==> config.mk <==
export PLATFORM = sky130hd
export DESIGN_NAME = rx_downsampler
export DESIGN_NICKNAME = d
export VERILOG_FILES = /design/src/rtl/rx_ds_pkg.sv /design/src/rtl/rx_ds_fifo.sv /design/src/rtl/rx_downsampler.sv
export SDC_FILE = /design/constraint.sdc
export NUM_CORES = 1
export LEC_CHECK = 0
export CORE_ASPECT_RATIO = 2
export CORE_MARGIN = 2
export CORE_UTILIZATION = 42
export DETAILED_ROUTE_END_ITERATION = 12
export PLACE_DENSITY = 0.58
export SLEW_MARGIN = 10
export SYNTH_ARGS = -nofsm -noshare
export SYNTH_HDL_FRONTEND = slang
export SYNTH_SLANG_ARGS = --single-unit
==> constraint.sdc <==
create_clock -name clk -period 11.95 [get_ports clk]
set_input_delay 1.7925 -clock clk [delete_from_list [all_inputs] [get_ports clk]]
set_output_delay 1.7925 -clock clk [all_outputs]
set_load 0.05 [all_outputs]
==> src/rtl/rx_ds_pkg.sv <==
// Shared constants, mode enum and helpers for the rx_downsampler decimator.
package rx_ds_pkg;

    localparam int DEFAULT_DATA_W = 16;
    localparam int ACC_GUARD      = 4;

    localparam logic [1:0] FACTOR_2  = 2'b00;
    localparam logic [1:0] FACTOR_4  = 2'b01;
    localparam logic [1:0] FACTOR_8  = 2'b10;
    localparam logic [1:0] FACTOR_16 = 2'b11;

    typedef enum logic {
        DS_PICK    = 1'b0,
        DS_AVERAGE = 1'b1
    } ds_mode_t;

    // Guard bits let a 16-sample sum of full-scale inputs fit without wrapping.
    function automatic int acc_width(input int data_w);
        return data_w + ACC_GUARD;
    endfunction

    function automatic logic [2:0] factor_log2(input logic [1:0] code);
        case (code)
            FACTOR_2:  return 3'd1;
            FACTOR_4:  return 3'd2;
            FACTOR_8:  return 3'd3;
            FACTOR_16: return 3'd4;
            default:   return 3'd1;
        endcase
    endfunction

endpackage

==> src/rtl/rx_ds_fifo.sv <==
// Synchronous FIFO holding packed {I,Q} results; a pop frees a slot for a
// same-cycle push even when full.
module rx_ds_fifo #(
    parameter int WIDTH = 32,
    parameter int DEPTH = 8
) (
    input  logic                     clk,
    input  logic                     rst,
    input  logic                     push,
    input  logic [WIDTH-1:0]         push_data,
    input  logic                     pop,
    output logic [WIDTH-1:0]         pop_data,
    output logic                     full,
    output logic                     empty,
    output logic [$clog2(DEPTH):0]   level
);
    localparam int AW      = $clog2(DEPTH);
    localparam int LEVEL_W = AW + 1;

    logic [WIDTH-1:0] mem [DEPTH];
    logic [AW-1:0]    wr_ptr;
    logic [AW-1:0]    rd_ptr;
    logic             wr_en;
    logic             rd_en;

    assign empty    = (level == '0);
    assign full     = (level == LEVEL_W'(DEPTH));
    assign rd_en    = pop && !empty;
    assign wr_en    = push && (!full || rd_en);
    assign pop_data = empty ? '0 : mem[rd_ptr];

    always_ff @(posedge clk or posedge rst) begin
        if (rst) begin
            wr_ptr <= '0;
            rd_ptr <= '0;
            level  <= '0;
        end else begin
            if (wr_en) begin
                wr_ptr <= wr_ptr + AW'(1);
            end
            if (rd_en) begin
                rd_ptr <= rd_ptr + AW'(1);
            end
            case ({wr_en, rd_en})
                2'b10:   level <= level + LEVEL_W'(1);
                2'b01:   level <= level - LEVEL_W'(1);
                default: ;
            endcase
        end
    end

    // Storage needs no reset; the empty gate hides stale entries.
    always_ff @(posedge clk) begin
        if (wr_en) begin
            mem[wr_ptr] <= push_data;
        end
    end

endmodule

==> src/rtl/rx_downsampler.sv <==
// I/Q decimator (pick or integrate-and-dump, /2../16 or bypass) feeding an output FIFO.
// Define RX_DOWNSAMPLER_ROUND_EN to round averages half toward +inf instead of flooring.
module rx_downsampler
    import rx_ds_pkg::*;
#(
    parameter int DATA_W     = DEFAULT_DATA_W,
    parameter int FIFO_DEPTH = 8
) (
    input  logic                          clk,
    input  logic                          rst,
    input  logic [DATA_W-1:0]             rx_data_i,
    input  logic [DATA_W-1:0]             rx_data_q,
    input  logic                          rx_data_valid,
    input  logic [1:0]                    downsampling_factor,
    input  logic                          bypass_enable,
    input  logic                          downsample_mode,
    output logic [DATA_W-1:0]             dn_data_i,
    output logic [DATA_W-1:0]             dn_data_q,
    output logic                          dn_data_valid,
    input  logic                          dn_data_ready,
    output logic [7:0]                    sample_count,
    output logic [$clog2(FIFO_DEPTH):0]   buffer_level,
    output logic                          overflow
);
    localparam int ACC_W = acc_width(DATA_W);

    logic [3:0]              phase;
    logic [1:0]              cfg_factor;
    ds_mode_t                cfg_mode;
    logic                    cfg_bypass;
    logic signed [ACC_W-1:0] acc_i;
    logic signed [ACC_W-1:0] acc_q;

    logic [1:0]              eff_factor;
    ds_mode_t                eff_mode;
    logic                    eff_bypass;
    logic [2:0]              lg;
    logic [3:0]              last_phase;
    logic                    group_done;
    logic                    push;
    logic                    pop;
    logic                    dropped;
    logic                    fifo_full;
    logic                    fifo_empty;
    logic signed [ACC_W-1:0] ext_i;
    logic signed [ACC_W-1:0] ext_q;
    logic signed [ACC_W-1:0] sum_i;
    logic signed [ACC_W-1:0] sum_q;
    logic signed [ACC_W-1:0] avg_i;
    logic signed [ACC_W-1:0] avg_q;
    logic signed [ACC_W-1:0] round_add;
    logic [DATA_W-1:0]       res_i;
    logic [DATA_W-1:0]       res_q;
    logic [2*DATA_W-1:0]     head;
    logic                    unused_avg_bits;

    // The first sample of a group sees the live config; later ones use the latched copy.
    always_comb begin
        eff_factor = cfg_factor;
        eff_mode   = cfg_mode;
        eff_bypass = cfg_bypass;
        if (phase == 4'd0) begin
            eff_factor = downsampling_factor;
            eff_mode   = ds_mode_t'(downsample_mode);
            eff_bypass = bypass_enable;
        end
    end

    assign lg         = factor_log2(eff_factor);
    assign last_phase = 4'((5'd1 << lg) - 5'd1);
    assign group_done = eff_bypass || (phase == last_phase);
    assign push       = rx_data_valid && group_done;

    assign ext_i = {{ACC_GUARD{rx_data_i[DATA_W-1]}}, rx_data_i};
    assign ext_q = {{ACC_GUARD{rx_data_q[DATA_W-1]}}, rx_data_q};
    assign sum_i = acc_i + ext_i;
    assign sum_q = acc_q + ext_q;

`ifdef RX_DOWNSAMPLER_ROUND_EN
    assign round_add = ACC_W'(1) << (lg - 3'd1);
`else
    assign round_add = '0;
`endif

    assign avg_i = (sum_i + round_add) >>> lg;
    assign avg_q = (sum_q + round_add) >>> lg;
    assign unused_avg_bits = ^{avg_i[ACC_W-1:DATA_W], avg_q[ACC_W-1:DATA_W]};

    // A pick group never completes at phase 0, so the accumulator already holds the kept sample.
    always_comb begin
        res_i = rx_data_i;
        res_q = rx_data_q;
        if (!eff_bypass) begin
            if (eff_mode == DS_AVERAGE) begin
                res_i = avg_i[DATA_W-1:0];
                res_q = avg_q[DATA_W-1:0];
            end else begin
                res_i = acc_i[DATA_W-1:0];
                res_q = acc_q[DATA_W-1:0];
            end
        end
    end

    always_ff @(posedge clk or posedge rst) begin
        if (rst) begin
            phase      <= 4'd0;
            cfg_factor <= FACTOR_2;
            cfg_mode   <= DS_PICK;
            cfg_bypass <= 1'b0;
            acc_i      <= '0;
            acc_q      <= '0;
        end else if (rx_data_valid) begin
            if (phase == 4'd0) begin
                cfg_factor <= downsampling_factor;
                cfg_mode   <= ds_mode_t'(downsample_mode);
                cfg_bypass <= bypass_enable;
                acc_i      <= ext_i;
                acc_q      <= ext_q;
            end else if (eff_mode == DS_AVERAGE) begin
                acc_i <= sum_i;
                acc_q <= sum_q;
            end
            phase <= group_done ? 4'd0 : phase + 4'd1;
        end
    end

    assign pop     = dn_data_valid && dn_data_ready;
    assign dropped = push && fifo_full && !pop;

    always_ff @(posedge clk or posedge rst) begin
        if (rst) begin
            sample_count <= 8'd0;
            overflow     <= 1'b0;
        end else begin
            if (push && !dropped) begin
                sample_count <= sample_count + 8'd1;
            end
            if (dropped) begin
                overflow <= 1'b1;
            end
        end
    end

    rx_ds_fifo #(
        .WIDTH (2*DATA_W),
        .DEPTH (FIFO_DEPTH)
    ) u_fifo (
        .clk       (clk),
        .rst       (rst),
        .push      (push),
        .push_data ({res_i, res_q}),
        .pop       (pop),
        .pop_data  (head),
        .full      (fifo_full),
        .empty     (fifo_empty),
        .level     (buffer_level)
    );

    assign dn_data_valid          = !fifo_empty;
    assign {dn_data_i, dn_data_q} = head;

endmodule

==> results.txt, run 1 <==
Multi-input gate area: 7139 sq um
pin count of the biggest net entering global routing: 81
FF/Latch Area: 9370 sq um
Port Buf Inserts: 85
final core utilization: 0.4868
Slew headroom: 0.2902
Die X: 145.6 um
Crit Path Category: primary input to flop
worst slew pin tran: 1061 ps
1st-pass router iterations: 6
hold crit path type: flop to flop
FILL cells: 3514
total track usage: 0.2127
Sink Count: 323
first-pass GRT wire length: 68.47 mm
Worst Path Required: 12170 ps
Reg2Reg Launch Point: phase[0]$_DFFE_PP0P_
clock tree from TritonCTS: done
hold path depth: 1
Ports: 86
routability cong.: 0.9125
Iteration-0 DRC Markers: 828
final setup TNS: 0 ps
n_diodes: 0
largest area contributor in the netlist: edfxtp_1
share of layout cells above drive strength 1: 0.1253
R2R depth: 13
FFs w/ async S/R, synth: 0.2074
most frequent cell after synthesis: edfxtp_1
Crit Path Max Fanout: 53
Die H: 287.2 um
Main synth FF type: edfxtp_1
grt ovf: 0
# H-tree levels: 1
hold buffers post-CTS: 0
RSZ-0062 raised after global routing: no
type of origin of the critical path: primary input
Fmax: 164.7 MHz
cell breakdown of the critical path: clkdlybuf4s50_1, mux2i_4, buf_4, inv_2, ha_1, xor2_1, o41ai_4, nand3_2, nor3_2, buf_4
Area contributors post-synth: edfxtp_1, dfrtp_1, mux4_2
core area: 39560 sq um
post-route design area: 19260 sq um
Netlist cell types: 75
vias: 11370
wire per inst: 23.04 um
Endpoint, Worst Hold: sample_count[7]$_DFFE_PP0P_
worst min-delay path startpoint: sample_count[7]$_DFFE_PP0P_
drt total wl: 44.64 mm
full die area: 41810 sq um
antenna violations before repair: 0
Clock transition at path regs: 70 ps
max-slew violations: 0
final hold viol count: 0
Slowest-stage cell, CP: nor3_2
number of global-route vias before repair: 11710
Resize count post-CTS: 0
synthesized area: 16840 sq um
synthesized area per cell: 12.70 sq um
Syn. warnings: 0
Seq cells post-synth: 323
CP endpoint kind: flop
Max-Cap Viols: 0
number of synthesized flops with an enable pin: 256
status: completed
Post-Synthesis Cells: 1326
nets: 1480
detailed-route DRC error count: 0
DRT antenna net count: 0
Synth top area share: 0.4565
Net Count, Synth: 1415
Post-CTS Setup Bufs: 0
Vias/cell: 5.869
Worst path max stage delay: 900 ps
Placed Area: 18320 sq um
Inserted Clock Buffers: 28
Final HPWL DP: 31.35 mm
Post-Route Skew: 13.99 ps
Period Utilization, post-route: 0.5080
worst reg-to-reg setup slack: 6000 ps
area grow syn2layout: 14.37%
reg2reg end: u_fifo.mem[6][5]$_DFFE_PP_
Clock Tree Buf Depth: 3
Worst-Skew Late Latency: 560 ps
Synth top cells by count: edfxtp_1, nand2_1, nor2_1
final setup vio count: 0
most frequent CP cell: buf_4
num rows: 103
Arr. time, crit path: 6290 ps
sequential fraction of the synthesis area: 0.5561
Clk Tree Root Cell: clkbuf_16
Initial Utilization: 0.4256
minimum clock period: 6070 ps
## worst max-delay path, delay by kind of cell
kind,cells,cell delay (ps)
AOI/OAI and AO/OA,1,540
and+or+nand+nor,2,1260
adders and majority gates,1,350
buffers and inverters,4,1900
xor gates and xnor gates,1,190
muxes,1,140
## metrics by stage
step | hold slack (ps) | setup slack (ps) | std cells
after global routing | 498.5 | 5594 | 1938
final | 478.3 | 5880 | 1938
after detailed placement | 465.1 | 5297 | 1885
after floorplan | 453.8 | 4248 | 1326
after CTS | 479.3 | 5858 | 1937
after global placement | 462.3 | 5423 | 1885
## logic make-up after synthesis
family | Yosys count | share of synthesized area
AOI/OAI and AO/OA | 324 | 0.1268
xor gates and xnor gates | 50 | 0.02601
DFF | 323 | 0.5561
muxes | 155 | 0.1422
adders and majority gates | 49 | 0.03730
and+or+nand+nor | 321 | 0.08694
buffers and inverters | 104 | 0.02467
## final cells by class
class | instances | area share
well taps | 525 | 0.03411
flip-flops and latches | 323 | 0.4866
clock inverters | 14 | 0.007601
repair buffers | 113 | 0.05496
multi-input cells | 899 | 0.3707
clock buffers | 38 | 0.04100
inverters | 26 | 0.005068
## metal layers
layer	GRT usage	routed length (um)
met5	0	0
met4	0.08897	1783
met3	0.02111	1600
met2	0.4155	24780
met1	0.2321	16480
## worst max path at each step
stage / from / endpoint / depth (start not counted)
6_report: downsampling_factor[0] / u_fifo.mem[6][5]$_DFFE_PP_ / 10
5_1_grt: phase[0]$_DFFE_PP0P_ / u_fifo.mem[6][5]$_DFFE_PP_ / 13
4_1_cts: downsampling_factor[0] / u_fifo.mem[6][5]$_DFFE_PP_ / 10
3_5_place_dp: downsampling_factor[0] / u_fifo.mem[6][1]$_DFFE_PP_ / 10
3_3_place_gp: downsampling_factor[0] / u_fifo.mem[6][28]$_DFFE_PP_ / 10
2_1_floorplan: downsampling_factor[0] / u_fifo.mem[2][0]$_DFFE_PP_ / 9
## layout by cell type (no fill, tap or decap), drive strengths merged, types with 15 or more instances in the layout
cell type / synthesis / final
clkbuf: 50 / 38
o211ai: 17 / 17
a21o: 18 / 18
a21oi: 78 / 78
dfrtp: 67 / 67
nor3: 18 / 18
ha: 47 / 47
edfxtp: 256 / 256
clkdlybuf4s50: 0 / 85
nand2: 109 / 109
nor2: 108 / 108
inv: 26 / 33
mux4: 66 / 66
o21ai: 78 / 78
a211oi: 25 / 25
o22ai: 15 / 15
mux2i: 78 / 78
xor2: 20 / 20
nand3: 24 / 24
buf: 28 / 28
xnor2: 30 / 30
## registers in the layout, summed over array words and instances, names as in the netlist
name           flops
u_fifo.wr_ptr      3
phase              4
acc_i             20
overflow           1
cfg_bypass         1
u_fifo.rd_ptr      3
cfg_mode           1
u_fifo.level       4
cfg_factor         2
acc_q             20
sample_count       8
u_fifo.mem       256
Power of run 1 is not shown: default switching activity piles up to over one toggle a cycle in this logic, so the estimate is an artifact.
==> run 2, diff against run 1 <==
Settings changed: PLACE_DENSITY 0.58 to 0.6.
Clock period 11.95 ns to 5.2 ns, I/O delays scaled along.
==> results.txt, run 2 (same netlist as run 1, synthesis figures left out) <==
status: completed
hold crit path type: flop to flop
Clock transition at path regs: 70 ps (about the same)
number of global-route vias before repair: 11970 (+2.2%)
wire per inst: 23.51 um (+2.1%)
final core utilization: 0.4954 (+0.008634)
FILL cells: 3495 (-0.54%)
Post-Route Skew: 21.99 ps (+7.999 ps)
# H-tree levels: 1 (unchanged)
Die X: 145.6 um (unchanged)
share of layout cells above drive strength 1: 0.1426 (+0.01729)
post-placement setup slack: 531.6 ps (-4766 ps)
Die H: 287.2 um (unchanged)
largest register by flop count: u_fifo.mem
Final HPWL DP: 32.07 mm (+2.3%)
Max-Cap Viols: 0 (unchanged)
full die area: 41810 sq um (unchanged)
hold buffers post-CTS: 0 (unchanged)
DRT antenna net count: 0 (unchanged)
final hold viol count: 0 (unchanged)
worst reg-to-reg setup slack: 830 ps (-5170 ps)
Worst Slack Setup Final: 825.7 ps (-5054 ps)
Resize count post-CTS: 0 (unchanged)
n_diodes: 0 (unchanged)
Sink Count: 323 (unchanged)
Port Buf Inserts: 85 (unchanged)
RSZ-0062 raised after global routing: no
Arr. time, crit path: 4570 ps (-1720 ps)
Reg2Reg Launch Point: phase[0]$_DFFE_PP0P_
pin count of the biggest net entering global routing: 61 (-25%)
Initial Utilization: 0.4256 (unchanged)
Regs by FF count: u_fifo.mem: 256 flops, acc_i: 20 flops, acc_q: 20 flops
Crit Path Category: flop to flop
Post-CTS Setup Bufs: 0 (unchanged)
max reg flops: 256 (unchanged)
Clock Tree Buf Depth: 3 (unchanged)
CP endpoint kind: flop
Worst Path Required: 5400 ps (-6770 ps)
Vias/cell: 5.949 (+1.4%)
first-pass GRT wire length: 70.41 mm (+2.8%)
Slew headroom: 0.3123 (+0.02213)
Fmax: 228.6 MHz
reg2reg end: u_fifo.mem[3][8]$_DFFE_PP_
total track usage: 0.2192 (+0.006504)
detailed-route DRC error count: 0 (unchanged)
nets: 1505 (+1.7%)
drt total wl: 46.15 mm (+3.4%)
Clk Tree Root Cell: clkbuf_16
type of origin of the critical path: flop
max-slew violations: 0 (unchanged)
R2R depth: 13 (unchanged)
clock tree from TritonCTS: done
most frequent cells in the layout: edfxtp_1, nand2_1, nor2_1
final setup TNS: 0 ps (unchanged)
core area: 39560 sq um (unchanged)
routability cong.: 0.9386 (+2.9%)
Inserted Clock Buffers: 28 (unchanged)
minimum clock period: 4374 ps
worst slew pin tran: 1032 ps (-29.27 ps)
final setup vio count: 0 (unchanged)
Crit Path Max Fanout: 32 (-40%)
num rows: 103 (unchanged)
most common cell after layout, fill and taps aside: edfxtp_1
antenna violations before repair: 0 (unchanged)
grt ovf: 0 (unchanged)
Setup crit start: phase[0]$_DFFE_PP0P_
1st-pass router iterations: 6 (unchanged)
vias: 11680 (+2.7%)
Worst-Skew Late Latency: 570 ps (about the same)
Iteration-0 DRC Markers: 802 (-3.1%)
area grow syn2layout: 16.40%
Ports: 86 (unchanged)
Period Utilization, post-route: 0.8412
end of the critical path: u_fifo.mem[3][8]$_DFFE_PP_
-- run 2: changes by cell type in the layout (fill, tap and decap cells not counted), sizes merged --
| cell | delta |
|---|---|
| clkinv | +1 |
| bufinv | +2 |
| clkbuf | +2 |
| inv | -4 |
| clkinvlp | -1 |
| buf | +25 |
-- run 2: area by class of cell --
type	instances	area, sq um	area share
Multi-Input combinational cell	899	7192	0.3669
Inverter	26	97.59	0.004979
Clock buffer	40	837.1	0.04271
Clock inverter	12	172.7	0.008809
Sequential cell	323	9370	0.4781
Timing Repair Buffer	138	1274	0.06499
Tap cell	525	656.9	0.03351
-- run 2: per-layer routing --
layer  track usage  wire length, um  vias to the layer above
met5             0                0                        -
met4        0.1125             2522                        0
met3       0.02032             1628                      133
met2        0.4159            25000                      361
met1        0.2421            17000                     5866
li1              -                -                     5317
-- run 2: how the worst min path moves through the flow --
stage,from,to,depth (start not counted)
3_3_place_gp,sample_count[7]$_DFFE_PP0P_,sample_count[7]$_DFFE_PP0P_,1
5_1_grt,sample_count[7]$_DFFE_PP0P_,sample_count[7]$_DFFE_PP0P_,1
2_1_floorplan,acc_i[16]$_DFFE_PP0P_,acc_i[16]$_DFFE_PP0P_,2
6_report,sample_count[7]$_DFFE_PP0P_,sample_count[7]$_DFFE_PP0P_,1
3_5_place_dp,sample_count[7]$_DFFE_PP0P_,sample_count[7]$_DFFE_PP0P_,1
4_1_cts,sample_count[7]$_DFFE_PP0P_,sample_count[7]$_DFFE_PP0P_,1
-- run 2: critical path: stages (launching register included) --
cell     delay, ps
dfrtp_1        400
inv_1          120
ha_1           180
nor3b_4        340
mux2i_2        390
inv_1          190
ha_1           250
xor2_1         180
o41ai_4        330
buf_4          210
and3_1         340
nand2_1        290
nor3b_4        260
buf_4          500
-- run 2: metrics by stage --
stage	hold WS (ps)	instance area, sq um	std cells
6_report	473.1	19600	1963
5_1_grt	487.9	19600	1963
4_1_cts	478.2	19600	1963
3_5_place_dp	464.7	18590	1911
3_3_place_gp	462.1	18590	1911
2_1_floorplan	453.8	16880	1326
Power of run 2 is left out for the same reason.
